[src/rtl/mmio_bus_ctl.sv]
// Registered LC-3 memory/IO decoder: classifies the captured address, runs the
// access FSM and returns R with BUS_ERR, device strobes and the read-mux select.
module mmio_bus_ctl #(
  parameter int                ADDR_W   = 16,
  parameter logic [ADDR_W-1:0] BASE     = 16'h7E00,
  parameter int                STRIDE   = 2,
  parameter int                N_DEV    = 10,
  parameter int                MEM_WAIT = 2,
  parameter logic [N_DEV-1:0]  RO_MASK  = 10'b0010000010,
  parameter int                SEL_W    = 4
) (
  input  logic              clk,
  input  logic              rst_n,
  input  logic [ADDR_W-1:0] MAR,
  input  logic              R_W,
  input  logic              MIO_EN,
  output logic              MEM_EN,
  output logic [N_DEV-1:0]  LD_DEV,
  output logic [SEL_W-1:0]  INMUX_Sel,
  output logic              R,
  output logic              BUS_ERR
);

  typedef enum logic [1:0] {IDLE, ACCESS, DONE} state_t;
  typedef enum logic [1:0] {CLS_MEM, CLS_DEV, CLS_UNM} cls_t;

  // One extra bit so a window reaching the top of the address space does not wrap.
  localparam logic [ADDR_W:0] BASE_X    = {1'b0, BASE};
  localparam logic [ADDR_W:0] WIN_END   = BASE_X + (ADDR_W+1)'(N_DEV * STRIDE);
  localparam logic [3:0]      WAIT_LAST = 4'(MEM_WAIT);

  logic [N_DEV-1:0] hit;
  logic             in_win;
  cls_t             dec_cls;
  logic [SEL_W-1:0] dec_sel;

  state_t           state;
  cls_t             cls;
  logic             wr;
  logic [N_DEV-1:0] slot_hot;
  logic [3:0]       wait_cnt;
  logic             acc_err;
  logic [N_DEV-1:0] acc_ld;

  assign in_win = ({1'b0, MAR} >= BASE_X) && ({1'b0, MAR} < WIN_END);

  for (genvar gi = 0; gi < N_DEV; gi++) begin : g_slot
    localparam logic [ADDR_W:0] SLOT_ADDR = BASE_X + (ADDR_W+1)'(gi * STRIDE);
    assign hit[gi]    = ({1'b0, MAR} == SLOT_ADDR);
    assign acc_ld[gi] = (cls == CLS_DEV) && wr && slot_hot[gi] && !RO_MASK[gi];
  end

  always_comb begin
    dec_sel = '0;
    for (int i = 0; i < N_DEV; i++) begin
      if (hit[i]) dec_sel = SEL_W'(i + 1);
    end
  end

  // An in-window address that matches no slot is a misaligned (unmapped) hole.
  always_comb begin
    if (!in_win)   dec_cls = CLS_MEM;
    else if (|hit) dec_cls = CLS_DEV;
    else           dec_cls = CLS_UNM;
  end

  assign acc_err = (cls == CLS_UNM) ||
                   ((cls == CLS_DEV) && wr && (|(slot_hot & RO_MASK)));

  always_ff @(posedge clk) begin
    if (!rst_n) begin
      state     <= IDLE;
      cls       <= CLS_MEM;
      wr        <= 1'b0;
      slot_hot  <= '0;
      wait_cnt  <= '0;
      MEM_EN    <= 1'b0;
      LD_DEV    <= '0;
      INMUX_Sel <= '0;
      R         <= 1'b0;
      BUS_ERR   <= 1'b0;
    end else begin
      R       <= 1'b0;
      BUS_ERR <= 1'b0;
      LD_DEV  <= '0;
      case (state)
        IDLE: begin
          if (MIO_EN) begin
            state     <= ACCESS;
            cls       <= dec_cls;
            wr        <= R_W;
            slot_hot  <= hit;
            wait_cnt  <= '0;
            MEM_EN    <= (dec_cls == CLS_MEM);
            INMUX_Sel <= R_W ? '0 : dec_sel;
          end
        end
        ACCESS: begin
          // INMUX_Sel is deliberately left alone on abort.
          if (!MIO_EN) begin
            state  <= IDLE;
            MEM_EN <= 1'b0;
          end else if ((cls != CLS_MEM) || (wait_cnt == WAIT_LAST)) begin
            state   <= DONE;
            MEM_EN  <= 1'b0;
            R       <= 1'b1;
            BUS_ERR <= acc_err;
            LD_DEV  <= acc_ld;
          end else begin
            wait_cnt <= wait_cnt + 4'd1;
          end
        end
        default: state <= IDLE;
      endcase
    end
  end

endmodule
[config.mk]
export PLATFORM = sky130hd
export DESIGN_NAME = mmio_bus_ctl
export DESIGN_NICKNAME = d
export VERILOG_FILES = /design/src/rtl/mmio_bus_ctl.sv
export SDC_FILE = /design/constraint.sdc
export NUM_CORES = 1
export LEC_CHECK = 0
export ABC_AREA = 0
export CORE_MARGIN = 2
export CORE_UTILIZATION = 30
export CTS_BUF_LIST = sky130_fd_sc_hd__clkbuf_16
export CTS_CLUSTER_SIZE = 40
export DETAILED_ROUTE_END_ITERATION = 12
export GPL_TIMING_DRIVEN = 0
export PLACE_DENSITY = 0.51
export SLEW_MARGIN = 40
export SYNTH_ARGS = -nofsm -noshare
export SYNTH_HDL_FRONTEND = slang
export SYNTH_SLANG_ARGS = --single-unit
[constraint.sdc]
create_clock -name clk -period 2.2 [get_ports clk]
set_input_delay 0.66 -clock clk [delete_from_list [all_inputs] [get_ports clk]]
set_output_delay 0.66 -clock clk [all_outputs]
set_load 0.01 [all_outputs]
== After elaboration in Yosys (flattened, before gate mapping) ==
Cells that the tools add are included.
Storage, ports and cells
  bits in registers: 36
  input port bits: 20
  output and inout port bits: 17
Operators by class
  add/sub/neg operators: 1
  $lt $le $gt $ge: 2
  equal/unequal tests: 18
  muxes and demuxes: 26
  reduce and logical (&&, ||, !) cells: 25
Operators with widths (count)
  equality test 16 x 15 -> 1 bit, second input constant: 10
  2-to-1 mux 4 bit: 7
  greater-or-equal comparator 16 x 15 -> 1 bit, second input constant: 1
  less-than comparator 16 x 15 -> 1 bit, second input constant: 1
  2-to-1 mux 2 bit: 7
  2-to-1 mux 3 bit: 4
  logical AND 1 bit: 11
  OR reduction 10 bit: 1
  one-hot mux 4 bit (2 select lines): 1
  AND reduction 4 bit: 2
  inequality test 2 bit, second input constant: 3
  AND reduction 3 bit: 2
  2-to-1 mux 1 bit: 5
  adder 4 x 1 -> 4 bit, second input constant: 1
  equality test 2 x 1 -> 1 bit, second input constant: 2
  equality test 4 x 2 -> 1 bit, second input constant: 1
  zero test 2 bit: 2
  one-hot mux 2 bit (2 select lines): 1
  AND reduction 2 bit: 2
  nonzero test 2 bit: 2
  inequality test 3 bit, second input constant: 1
  equality test 2 bit, second input constant: 1
  logical OR 1 bit: 2
  one-hot mux 1 bit (2 select lines): 1
  OR reduction 2 bit: 1

== Longest topological paths before layout ==
Gate-level depths: netlist (run 1).
  depth after elaboration: 12
  mapped depth: 6
  mapped depth without buffers: 6

== Worst setup path after synthesis (run 1) ==
Ideal clock, no wire load.
  kind: in2reg
  start: in MAR[3]
  end: reg cls[1]
  library setup time: 0.117 ns
  arrival: 1.765 ns
  setup slack: 0.318 ns
  stages: 5
  buffers on the path: 1
  cells stage by stage: buf_6 or4b_4 a211oi_2 o31ai_1 a22o_1
On the way
  word-level cells in the longest chain between the ends: 4
  elaborated cells on any way between the ends: 16
Ends and longest elaborated chain
  from (decl): RTL line 14  | input logic [ADDR_W-1:0] MAR,
  branches (longest 3 deep; another with greater-or-equal comparator 16 x 15 -> 1 bit)
  2-to-1 mux 2 bit (*): RTL line 62  | if (!in_win) dec_cls = CLS_MEM;
  to (signal assigned): RTL line 90  | cls <= dec_cls;
  to (decl): RTL line 38  | cls_t cls;
Every way passes the cells marked *.
A chain may end at the register's enable or synchronous reset.

==> results of run 1 <==
[worst max-delay path, cell delays in order]
cell and delay (ns):
clkdlybuf4s50_1 0.61, nand4bb_1 0.23, nor4b_4 0.38, nand2_1 0.18, o31ai_1 0.24
[report_power, final]
part,leakage [nW],internal (mW),switching (mW)
logic,0.382,0.0547,0.0532
clock network,0.0672,0.412,0.242
registers,0.275,0.621,0.00399
[logic make-up after synthesis]
group,Yosys count,share of synthesized area (%)
flops,34,47.2
compound gates,35,16.1
other cells,1,0.260
fa+ha+maj,2,1.74
xor+xnor,2,1.22
simple gates,71,29.3
buf+inv,12,4.17
[placed cells by master, fill, tap and decap left out, types with 4 or more instances in the layout]
master | synthesis | layout
nand2b_1 | 5 | 5
a21oi_1 | 4 | 4
nand3_1 | 4 | 4
dfxtp_1 | 34 | 34
inv_1 | 5 | 5
o31ai_1 | 4 | 4
nor3_1 | 4 | 4
and2_1 | 11 | 11
nor2_1 | 10 | 9
clkbuf_16 | 0 | 5
o21ai_0 | 13 | 13
nand2_1 | 22 | 22
clkdlybuf4s50_1 | 0 | 33
[repair_timing]
action	4_1_cts	5_1_grt
setup endpoints to repair	2	17
gates resized for setup	1	5
setup buffers	0	1
hold endpoints to repair	0	0
[worst max-delay path by stage]
| stage | slack [ns] | to | start | depth (start not counted) |
|---|---|---|---|---|
| after detailed placement | -0.31 | INMUX_Sel[2] | rst_n | 6 |
| after global routing | -0.02 | slot_hot[4] | MAR[5] | 5 |
| final | 0.09 | slot_hot[4] | rst_n | 5 |
| after floorplan | 0.32 | cls[1] | MAR[3] | 5 |
| after global placement | -0.28 | INMUX_Sel[2] | rst_n | 6 |
| after CTS | 0.07 | LD_DEV[9] | MIO_EN | 5 |
[routing by layer]
| layer | part of all wire [%] | track usage, % | wire, µm | vias to the layer above |
|---|---|---|---|---|
| met5 | 0 | 0 | 0 | - |
| met2 | 45 | 20.4 | 1420 | 43 |
| met1 | 46 | 16.3 | 1450 | 551 |
| li1 | - | - | - | 634 |
| met4 | 2.3 | 6.46 | 72 | 0 |
| met3 | 6.3 | 4.66 | 197 | 6 |
[final cells by class]
cell class	instances	area [µm²]
Clock buffer	5	125
Fill cell	472	2690
Buffer	7	43.8
Inverter	5	18.8
Sequential cell	34	681
Multi-Input combinational cell	112	714
Clock inverter	3	16.3
Timing Repair Buffer	34	338
Tap cell	54	67.6
[sequential cells by signal, indices dropped and copies added, names as in the netlist, 2 cells and up]
signal     cells
cls            2
INMUX_Sel      4
slot_hot      10
state          2
LD_DEV         8
wait_cnt       4
[through the flow]
step	instances	cell area (µm²)	worst slack [ns]	power [mW]
floorplan	158	1450	0.318	0.688
global route	254	2000	-0.0191	1.45
global placement	245	1840	-0.277	0.741
finish	254	2000	0.0884	1.39
CTS	253	1990	0.0732	1.40
detailed placement	245	1840	-0.306	0.744
==> summary.txt, run 1 <==
CTS
  • Clock transition time at the flip-flop clock pins of the worst setup and hold paths: 0.05 ns
  • CTS Buf Count: 5
  • Clock sink count: 34
  • Cell at the root of the clock tree: clkbuf_16
  • Clk Latency, worst-skew pair: ~0.28 ns
  • Hold buffer count at cts: 0
  • Maximum root-to-sink buffer count: 2
  • Clock tree from TritonCTS: yes
  • Level count of the clock H-tree: 2

STA
  • Final Setup Violations: 0
  • Clock skew after layout: between 0.006 and 0.007 ns
  • Min cycle time layout: ~2.1 ns
  • Final hold viol count: 0
  • Max Freq: between 400 and 500 MHz
  • Post-route worst hold slack: between 0.4 and 0.5 ns
  • Tightest Pin Transition: around 0.55 ns
  • Tcrit/Tclk final: 96.0%
  • Worst relative slew slack: 62.8%
  • Setup Total Neg Slack: 0 ns
  • Final slew viol count: 0

Global routing
  • Number of antenna violations at the first check in global routing: 0
  • Wire length of the first global-routing pass: around 5.4 mm
  • Congestion Overflow GR: 0
  • Tot GR Track Use: a little over an eighth
  • Number of global-route vias before repair: between 1k and 1.5k
  • Pin count of the biggest net entering global routing: 12

Placement
  • DP Wirelength: about 2.4 mm
  • Global placement routability congestion: around 0.79
  • Buffers on Ports: 33

Hold path
  • Hold-critical path depth: 2
  • Class of the tightest hold or removal check: flip-flop to flip-flop
  • Worst hold start: slot_hot[3]
  • Worst-case hold path end point: slot_hot[3]

Critical path
  • CP Data Arrival Time: between 2 and 2.5 ns
  • Category of the worst setup path launch point: input port
  • Class of the most critical setup path: input port to flip-flop
  • Worst reg2reg path endpoint: MEM_EN
  • RR Startpoint: wait_cnt[0]
  • Critical Path RT: between 2 and 2.5 ns
  • Worst r2r path cells: 6
  • Critical path endpoint category: flip-flop
  • Register-to-register setup slack: between 0.4 and 0.5 ns
  • Largest driver fanout on the critical path: 8

Final layout
  • Layout cells sized above 1: roughly a tenth
  • End-of-flow core utilization: approximately 43%
  • P&R area growth vs syn: 39.1%
  • Number of inserted diodes: 0
  • Number of nets at the end of the flow: about 220

Synth
  • Library cell with the highest instance count after synthesis: dfxtp_1
  • Number of enable flip-flop cells after synthesis: 0
  • Library cells used by synthesis: 40
  • Combined area of all synthesized cells: around 1400 µm²
  • Commonest cells in the synthesized netlist: dfxtp_1, nand2_1, o21ai_0, and2_1, nor2_1
  • Part of the Yosys area used for sequential elements: around 47%
  • Cell type contributing the most total cell area after synthesis: dfxtp_1
  • Flip-flop and latch count after synthesis: 34
  • Post-Syn Area per Cell: 9.18 µm²
  • Instance count of the mapped netlist: approximately 160
  • Top area cells in the synthesized netlist: dfxtp_1, nand2_1, and2_1
  • Share of synthesized registers carrying an async set or reset: 0%
  • Primary FF master, synth: dfxtp_1
  • Area share of the largest cell type after synthesis: 47.2%
  • Number of warning messages in the yosys log: 0

Floorplan
  • Width of the die: 73.3 µm
  • Placeable Area: around 4700 µm²
  • I/O pin total: 37
  • Die ar.: 5380 µm²
  • Site Rows: 25
  • Die Span Y: about 73 µm
  • Starting density of the core: approximately 31%

Power
  • Maximum VDD drop: roughly 0.38 mV
  • Leak Pwr: between 0.7 and 0.8 nW
  • Total power divided by cell area: roughly 690 nW/µm²

Detailed routing
  • Remaining routing DRC violations: 0
  • Total routed wirelength: between 3 and 4 mm
  • Number of vias per cell after detailed routing: just under 5
  • Vias after detailed routing: around 1.2k
  • Wire length per cell after detailed routing: approximately 12 µm
  • TritonRoute pass-1 iters: 4
  • Drt initial violations: 60
  • Count of nets left with antenna violations after detail routing: 0

Status
  • Status: finished, final reports clean

Flow run
  • Max-capacitance violation count: 0
No activity file was read; power rests on OpenSTA's default activity.
==> inputs of run 2 (changes only) <==
--- a/config.mk
+++ b/config.mk
@@ -7,12 +7,12 @@
 export LEC_CHECK = 0
 export ABC_AREA = 0
 export CORE_MARGIN = 2
-export CORE_UTILIZATION = 30
+export CORE_UTILIZATION = 47
 export CTS_BUF_LIST = sky130_fd_sc_hd__clkbuf_16
 export CTS_CLUSTER_SIZE = 40
 export DETAILED_ROUTE_END_ITERATION = 12
 export GPL_TIMING_DRIVEN = 0
-export PLACE_DENSITY = 0.51
+export PLACE_DENSITY = 0.75
 export SLEW_MARGIN = 40
 export SYNTH_ARGS = -nofsm -noshare
 export SYNTH_HDL_FRONTEND = slang
==> summary.txt, run 2 (synthesis results as in run 1) <==
Status
  • Status: finished, final reports clean

Final layout
  • Register containing the most flip-flops in the final layout: slot_hot
  • FILL cells: 254
  • Number of standard cells in the layout, taps in and fillers out: 231
  • Most frequent cells in the layout: dfxtp_1, clkdlybuf4s50_1, nand2_1
  • Registers with the highest flip-flop counts: slot_hot: 10 flops, LD_DEV: 8 flops
  • Most common library cell in the layout ignoring fill and taps: dfxtp_1
  • Largest register FFs: 10
  • P&R area growth vs syn: 36.6%
  • Layout cells sized above 1: 9.60%
  • Number of nets at the end of the flow: 220
  • Number of inserted diodes: 0

Global routing
  • Tot GR Track Use: between 10% and 20%
  • Number of global-route vias before repair: approximately 1.2k
  • Wire length of the first global-routing pass: ~5.1 mm
  • Pin count of the biggest net entering global routing: 11
  • Number of antenna violations at the first check in global routing: 0
  • Congestion Overflow GR: 0

Floorplan
  • I/O pin total: 37
  • Width of the die: a little under 60 µm
  • Starting density of the core: 48.4%
  • Placeable Area: 2980 µm²
  • Die Span Y: a little under 60 µm
  • Site Rows: 20
  • Die ar.: 3530 µm²

STA
  • RSZ-0062 raised after global routing: false
  • Min cycle time layout: between 2 and 2.5 ns
  • Final slew viol count: 0
  • Final hold viol count: 0
  • Tcrit/Tclk final: between 90% and 100%
  • Post-layout worst setup margin: 0.101 ns
  • Clock skew after layout: just under 0.003 ns
  • Final Setup Violations: 0
  • Max Freq: about 480 MHz

Critical path
  • Critical Path RT: between 2 and 2.5 ns
  • CP Data Arrival Time: around 2.3 ns
  • Largest driver fanout on the critical path: 10
  • Critical path endpoint category: flip-flop
  • Category of the worst setup path launch point: input port
  • Class of the most critical setup path: input port to flip-flop

Placement
  • Global placement routability congestion: 0.792
  • DP Wirelength: around 2.2 mm
  • Number of placed instances, taps included: around 220
  • Buffers on Ports: 33
  • Post-placement worst setup slack: -0.294 ns

CTS
  • Clock sink count: 34
  • Cell at the root of the clock tree: clkbuf_16
  • Hold buffer count at cts: 0
  • Clock transition time at the flip-flop clock pins of the worst setup and hold paths: 0.05 ns
  • Level count of the clock H-tree: 2
  • Count of buffers added by post-CTS timing repair for setup: 0
  • Maximum root-to-sink buffer count: 2
  • CTS Buf Count: 5
  • Clk Latency, worst-skew pair: ~0.27 ns
  • Clock tree from TritonCTS: yes

Detailed routing
  • Remaining routing DRC violations: 0
  • Total routed wirelength: approximately 3.0 mm
  • Wire length per cell after detailed routing: about 13 µm
  • Drt initial violations: 34
  • Count of nets left with antenna violations after detail routing: 0
  • TritonRoute pass-1 iters: 4
  • Number of vias per cell after detailed routing: 5.44
  • Vias after detailed routing: around 1.3k

Power
  • Leak Pwr: between 0.7 and 0.8 nW
  • Total power divided by cell area: around 690 nW/µm²
  • Maximum VDD drop: 0.368 mV

Hold path
  • Class of the tightest hold or removal check: flip-flop to flip-flop

Flow run
  • Max-capacitance violation count: 0
## run 2: cell type report
type	count	area (µm²)	share of cell area [%]
Tap cell	33	41.3	2.10
Multi-Input combinational cell	112	714	36.3
Clock inverter	2	10.0	0.508
Clock buffer	5	125	6.35
Inverter	5	18.8	0.953
Buffer	7	43.8	2.22
Timing Repair Buffer	33	335	17.0
Sequential cell	34	681	34.6
## run 2: repair_timing
action                                  4_1_cts  5_1_grt
endpoints found under the setup margin        3       19
gates resized for setup                       1        7
hold endpoints to repair                      0        0
pin swaps                                     0        1
## run 2: final timing paths
| check | from | to | slack, ns | cells past startpoint |
|---|---|---|---|---|
| worst max register to register | wait_cnt[0] | MEM_EN | 0.47 | 6 |
| worst max-delay path | MAR[2] | cls[1] | 0.10 | 6 |
| worst min register to register | slot_hot[3] | slot_hot[3] | 0.44 | 2 |
| worst min-delay path | slot_hot[3] | slot_hot[3] | 0.44 | 2 |
## run 2: worst max-delay path, stage by stage
cell and delay (ns):
clkdlybuf4s50_1 0.50, clkbuf_1 0.34, nand4b_1 0.20, a211oi_2 0.21
o31ai_1 0.12, a22o_1 0.22
## run 2: per-stage QoR
| step | cell area [µm²] | setup TNS, ns | hold WS [ns] | utilization, % | total power [mW] |
|---|---|---|---|---|---|
| 2_1_floorplan | 1450 | 0 | 0.417 | - | 0.688 |
| 3_3_place_gp | 1820 | -2.79 | 0.433 | 61.0 | 0.739 |
| 3_5_place_dp | 1820 | -4.05 | 0.435 | 61.0 | 0.743 |
| 4_1_cts | 1960 | 0 | 0.447 | 65.8 | 1.37 |
| 5_1_grt | 1970 | 0 | 0.470 | 66.1 | 1.42 |
| 6_report | 1970 | 0 | 0.443 | 66.1 | 1.36 |
## run 2: where the power goes
group          leakage, nW  internal, mW  switching [mW]
combinational        0.395        0.0545          0.0543
sequential           0.275         0.621         0.00394
clock               0.0694         0.407           0.223
## run 2: metal layers
layer  vias up  global-route usage, %  routed length [µm]
li1        633                      -                   -
met1       580                   22.8                1310
met2        41                   32.0                1540
met3         2                   4.37                 143
met4         0                   9.09                  33
met5         -                      0                   0
==> RTL change 1 (settings of run 2) <==
The parameter `N_DEV` goes from 10 to 20.
--- a/src/rtl/mmio_bus_ctl.sv
+++ b/src/rtl/mmio_bus_ctl.sv
@@ -4,7 +4,7 @@
   parameter int                ADDR_W   = 16,
   parameter logic [ADDR_W-1:0] BASE     = 16'h7E00,
   parameter int                STRIDE   = 2,
-  parameter int                N_DEV    = 10,
+  parameter int                N_DEV    = 20,
   parameter int                MEM_WAIT = 2,
   parameter logic [N_DEV-1:0]  RO_MASK  = 10'b0010000010,
   parameter int                SEL_W    = 4
Ports: changed (resized LD_DEV); port bits go from 37 to 47. No check against the original RTL was run, so the function may have changed too.
==> RTL change 1 against run 2 <==
- total power rose by 45%
- clock skew hardly changed
- design area up 45%
- count of clock-buffer cells in the layout is the same
- setup slack got worse by 90 ps
- routed wire length is 42% higher
- synthesized area rose by 46%
- clock power is 37% higher
- sequential cell count increased by 20
- non-clock buffer count increased by 16
- global-route usage shrank 1.3 points
==> RTL change 1: results (changes against run 2) <==
The run gives 2070 microns (+58%) as the detailed-routing wirelength on met1. The clock tree skew after final layout was 2.78 ps (-0.142 ps); the count of port buffers added during placement was 42 (+27%). The half-perimeter wire length after detailed placement came out at 3210 microns (+43%).

The mux contribution to synthesized area was 0.00474 (+0.00474). The run finished with clean final reports. The weighted congestion at the end of routability-driven global placement is 0.903 (+14%). The global-route wire length before repair came out at 7120 microns (+39%).

The critical path's largest stage delay is 550 ps (+50 ps), and the number of unique standard cell types used by synthesis is 42 (+5.0%). The tools report the met1 track demand over resource in global routing as 0.229 (+0.000481). The logs give 1.08 nW (+46%) for the reported leakage power and 1030 sq um (+44%) for the multi-input gate area in the final layout.

The final net count is 292 (+33%). The filler-free cell count of the finished design was 323 (+40%). The post-synthesis sequential area ratio came out at 0.512 (+0.0402). Yosys attributes the largest share of cell area to dfxtp_1 (51%), a22o_1 (6.2%), and2_1 (6.2%), a32o_1 (3.8%), nand2b_1 (2.4%). The global routing usage on met2 is 0.294 (-0.0264). For the later-pin clock latency in the skew report, the log shows 290 ps (+20 ps). The met3 capacity usage during global routing is 0.0470 (+0.00334), and the setup slack at placement is -774 ps (-480 ps). Fraction of the mapped netlist area in compound gates: 0.183 (+0.0212). Average cell area after synthesis: 9.63 sq um (+4.9%). The area of placed instances is 2610 sq um (+43%), and the post-synthesis adder-cell area fraction is 0.0119 (-0.00550). In the synthesized netlist, the cells that appear most often are dfxtp_1 (54), and2_1 (21), a22o_1 (15). Number of inserted filler cells in the final layout: 385 (+52%). The cell with the largest stage delay on the worst path is or4_4.

Number of gates resized after cts: 10 (+9). Total via count after detailed routing: 1734 (+38%). The tree is rooted in a clkbuf_16. The setup fix buffers added after clock tree synthesis is 1 (+1). The via count of the first global-routing pass came out at 1564 (+32%). The arrival time of the worst setup path was 2400 ps (+150 ps); the largest driver fanout on the critical path was 4 (-6). The pin count of the biggest net entering global routing is 17 (+6).

The maximum VDD drop is 0.348 mV (-5.4%). The tools report the number of max-cap violations as 0 (unchanged). The largest registers in the layout are slot_hot: 20 flops, LD_DEV: 18 flops. The detailed-routed wire length on met2 was 2010 microns (+31%). The kind of cell with the highest combined delay along the critical path is simple AND/OR/NAND/NOR gates.

The post-synthesis xor/xnor area fraction was 0.0125 (+0.000303). The total instance count after detailed placement was 314 (+40%). The detailed route wirelength on metal3 was 176 microns (+23%). The logs give 74 (+120%) for the iteration-0 DRC count of the detailed router and 0.178 (-0.0125) for the global-route usage over all layers. The tools report the wire length reported by the detailed router as 4310 microns (+42%). The fraction of final layout cells sized beyond drive strength 1 works out to 0.129 (+0.0332).
==> RTL change 1: power breakdown <==
| part | internal (W) | switching [W] | leakage (nW) |
|---|---|---|---|
| Sequential | 0.000982 | 0.00000363 | 0.435 |
| Combinational | 0.0000579 | 0.0000718 | 0.564 |
| Clock | 0.000532 | 0.000331 | 0.0812 |
| Total | 0.00157 | 0.000407 | 1.08 |
==> RTL change 1: path summary, 6_finish.rpt <==
path | from | endpoint | depth (start not counted) | slack, ps
max reg2reg | wait_cnt[0] | MEM_EN | 7 | 500
min | slot_hot[10] | slot_hot[10] | 2 | 460
min reg2reg | slot_hot[10] | slot_hot[10] | 2 | 460
max | MIO_EN | slot_hot[10] | 5 | 10
==> RTL change 1: layout make-up <==
type,count,share of cell area
buffer,11,0.0197
clock buffer,5,0.0437
clock inverter,3,0.0144
inverter,8,0.0105
multi-input combinational,145,0.358
sequential,54,0.378
tap,52,0.0227
timing repair buffer,45,0.153
==> RTL change 2 (flow settings as in run 2) <==
Made on the original files. Add an input register stage for `MAR`, `R_W` and `MIO_EN`, with the module's reset; this delays them by one clock.
--- a/src/rtl/mmio_bus_ctl.sv
+++ b/src/rtl/mmio_bus_ctl.sv
@@ -29,6 +29,22 @@
   localparam logic [ADDR_W:0] WIN_END   = BASE_X + (ADDR_W+1)'(N_DEV * STRIDE);
   localparam logic [3:0]      WAIT_LAST = 4'(MEM_WAIT);
 
+  logic [ADDR_W-1:0] MAR_q;
+  logic R_W_q;
+  logic MIO_EN_q;
+
+  always_ff @(posedge clk) begin
+    if (!rst_n) begin
+      MAR_q    <= '0;
+      R_W_q    <= '0;
+      MIO_EN_q <= '0;
+    end else begin
+      MAR_q    <= MAR;
+      R_W_q    <= R_W;
+      MIO_EN_q <= MIO_EN;
+    end
+  end
+
   logic [N_DEV-1:0] hit;
   logic             in_win;
   cls_t             dec_cls;
@@ -42,11 +58,11 @@
   logic             acc_err;
   logic [N_DEV-1:0] acc_ld;
 
-  assign in_win = ({1'b0, MAR} >= BASE_X) && ({1'b0, MAR} < WIN_END);
+  assign in_win = ({1'b0, MAR_q} >= BASE_X) && ({1'b0, MAR_q} < WIN_END);
 
   for (genvar gi = 0; gi < N_DEV; gi++) begin : g_slot
     localparam logic [ADDR_W:0] SLOT_ADDR = BASE_X + (ADDR_W+1)'(gi * STRIDE);
-    assign hit[gi]    = ({1'b0, MAR} == SLOT_ADDR);
+    assign hit[gi]    = ({1'b0, MAR_q} == SLOT_ADDR);
     assign acc_ld[gi] = (cls == CLS_DEV) && wr && slot_hot[gi] && !RO_MASK[gi];
   end
 
@@ -85,19 +101,19 @@
       LD_DEV  <= '0;
       case (state)
         IDLE: begin
-          if (MIO_EN) begin
+          if (MIO_EN_q) begin
             state     <= ACCESS;
             cls       <= dec_cls;
-            wr        <= R_W;
+            wr        <= R_W_q;
             slot_hot  <= hit;
             wait_cnt  <= '0;
             MEM_EN    <= (dec_cls == CLS_MEM);
-            INMUX_Sel <= R_W ? '0 : dec_sel;
+            INMUX_Sel <= R_W_q ? '0 : dec_sel;
           end
         end
         ACCESS: begin
           // INMUX_Sel is deliberately left alone on abort.
-          if (!MIO_EN) begin
+          if (!MIO_EN_q) begin
             state  <= IDLE;
             MEM_EN <= 1'b0;
           end else if ((cls != CLS_MEM) || (wait_cnt == WAIT_LAST)) begin
Formal check against the unedited RTL: not equivalent (Yosys sat finds a counterexample within 4 cycles, from zero or initial values and one cycle with rst_n low).
==> RTL change 2 against run 2 <==
- clock power rose by 33%
- count of clock-buffer cells in the layout did not move
- setup slack improved by 43 ps
- critical path depth did not move
- worst hold slack improved by 1.0 ps
- fmax rose by 2.1%
- combinational power fell by 5%
- routed wire length rose by 5.0%
- clock skew rose by 1.0 ps
- synthesized area rose by 29%
- total power rose by 40%
- design area rose by 24%
- non-clock buffer count rose by 4
- sequential cell count rose by 18
==> RTL change 2: results (changes against run 2) <==
The via density per instance is 4.94 (-9.2%), and the total instance count after detailed placement is 282 (+26%). For the iteration-0 DRC count of the detailed router, the log shows 77 (+130%). The fraction of final layout cells sized beyond drive strength 1 was 0.0661 (-0.0298); the final net count was 263 (+20%).

After synthesis, the cell types taking the most area are dfxtp_1 (56%), and2_1 (8.7%), nand2_1 (5.6%), o21ai_0 (4.0%), nand3_1 (1.9%). The maximum VDD drop was 0.575 mV (+56%); the post-synthesis sequential area ratio was 0.558 (+0.0862). The number of unique standard cell types used by synthesis was 35 (-13%). The run gives 2330 microns (+3.9%) as the half-perimeter wire length after detailed placement. Filler-free cell count of the finished design: 290 (+26%).

The run finished with clean final reports. The run gives 0.934 nW (+26%) as the reported leakage power. The wire length reported by the detailed router was 3180 microns (+5.0%); the count of cells along the worst register-to-register path was 7 (+1). The weighted congestion at the end of routability-driven global placement is 0.835 (+5.5%). The run gives 16 (+5) as the pin count of the biggest net entering global routing. The gate count after technology mapping was 199 (+27%); the critical path's largest stage delay was 520 ps (+20 ps). The tools report the number of inserted filler cells in the final layout as 319 (+26%).

The run gives 1348 (+14%) as the via count of the first global-routing pass. Clock tree skew after final layout: 3.93 ps (+1.01 ps). After synthesis, the most frequently instantiated cells are dfxtp_1 (52), nand2_1 (28), and2_1 (26).

The largest registers in the layout are MAR_q: 16 flops, slot_hot: 10 flops, LD_DEV: 8 flops. For the global-route wire length before repair, the log shows 5840 microns (+14%). The run gives 0.173 (-0.0172) as the global-route usage over all layers.

The logs give 2270 sq um (+25%) for the area of placed instances and 0 (unchanged) for the antenna diode instance count. Count of port buffers added during placement: 34 (+3.0%).
RTL change 2: changes by cell type in the layout (fill, tap and decap cells not counted), sizes merged, moves of 4 or more:
cell / before / now
dfxtp: 34 / 52
and2: 11 / 26
nand2: 22 / 28
nor2: 10 / 5
inv: 5 / 9
RTL change 2: path summary, 6_finish.rpt:
path / to / slack (ps) / startpoint
hold / removal: slot_hot[4] / 440 / slot_hot[4]
setup reg to reg: wait_cnt[2] / 280 / wait_cnt[0]
setup / recovery: INMUX_Sel[2] / 140 / rst_n
hold reg to reg: slot_hot[4] / 440 / slot_hot[4]
RTL change 2: timing repair:
action / CTS / global route
cloned: 0 / 0
resized for setup: 1 / 2
setup endpoints to repair: 8 / 10
setup buffers: 0 / 0
RTL change 2: worst register-to-register path, delay by kind of cell, from the launching register on:
kind                     cells  cell delay [ps]
AND/OR/NAND/NOR              2              430
adder cells (fa/ha/maj)      1              180
flip-flops                   1              410
buffers and inverters        2              220
AO/OA/AOI/OAI                2              620
RTL change 2: per-stage QoR:
step	setup WS (ps)	utilization	power [W]
floorplan	440	-	0.00105
global placement	-275	0.606	0.00110
detailed placement	-354	0.606	0.00110
CTS	14.6	0.651	0.00193
global route	-3.64	0.651	0.00198
finish	143	0.651	0.00191
RTL change 2: cell type report:
class,count,area (sq um),area share
buffer,10,53.8,0.0221
inverter,8,30.0,0.0123
tap,48,60.1,0.0246
clock inverter,3,38.8,0.0159
multi-input combinational,130,749,0.307
clock buffer,5,125,0.0513
sequential,52,1040,0.427
timing repair buffer,34,340,0.140
RTL change 2: power breakdown:
| part | leakage, nW | switching [W] | internal [W] |
|---|---|---|---|
| Sequential | 0.424 | 0.0000133 | 0.000962 |
| Combinational | 0.425 | 0.0000450 | 0.0000586 |
| Clock | 0.0850 | 0.000306 | 0.000530 |
RTL change 2: cell families after synthesis:
logic type / Yosys count / synth area share
and+or+nand+nor: 88 / 0.254
DFF: 52 / 0.558
AOI/OAI and AO/OA: 37 / 0.123
buffers and inverters: 18 / 0.0443
adders and majority gates: 2 / 0.0134
xor gates and xnor gates: 1 / 0.00470
other: 1 / 0.00201
RTL change 2: per-layer routing:
metal	up-vias	part of all wire	global-route usage
met5	-	0	0
met4	0	0.027	0.0893
met3	7	0.049	0.0405
met2	42	0.46	0.284
met1	630	0.46	0.211
li1	753	-	-
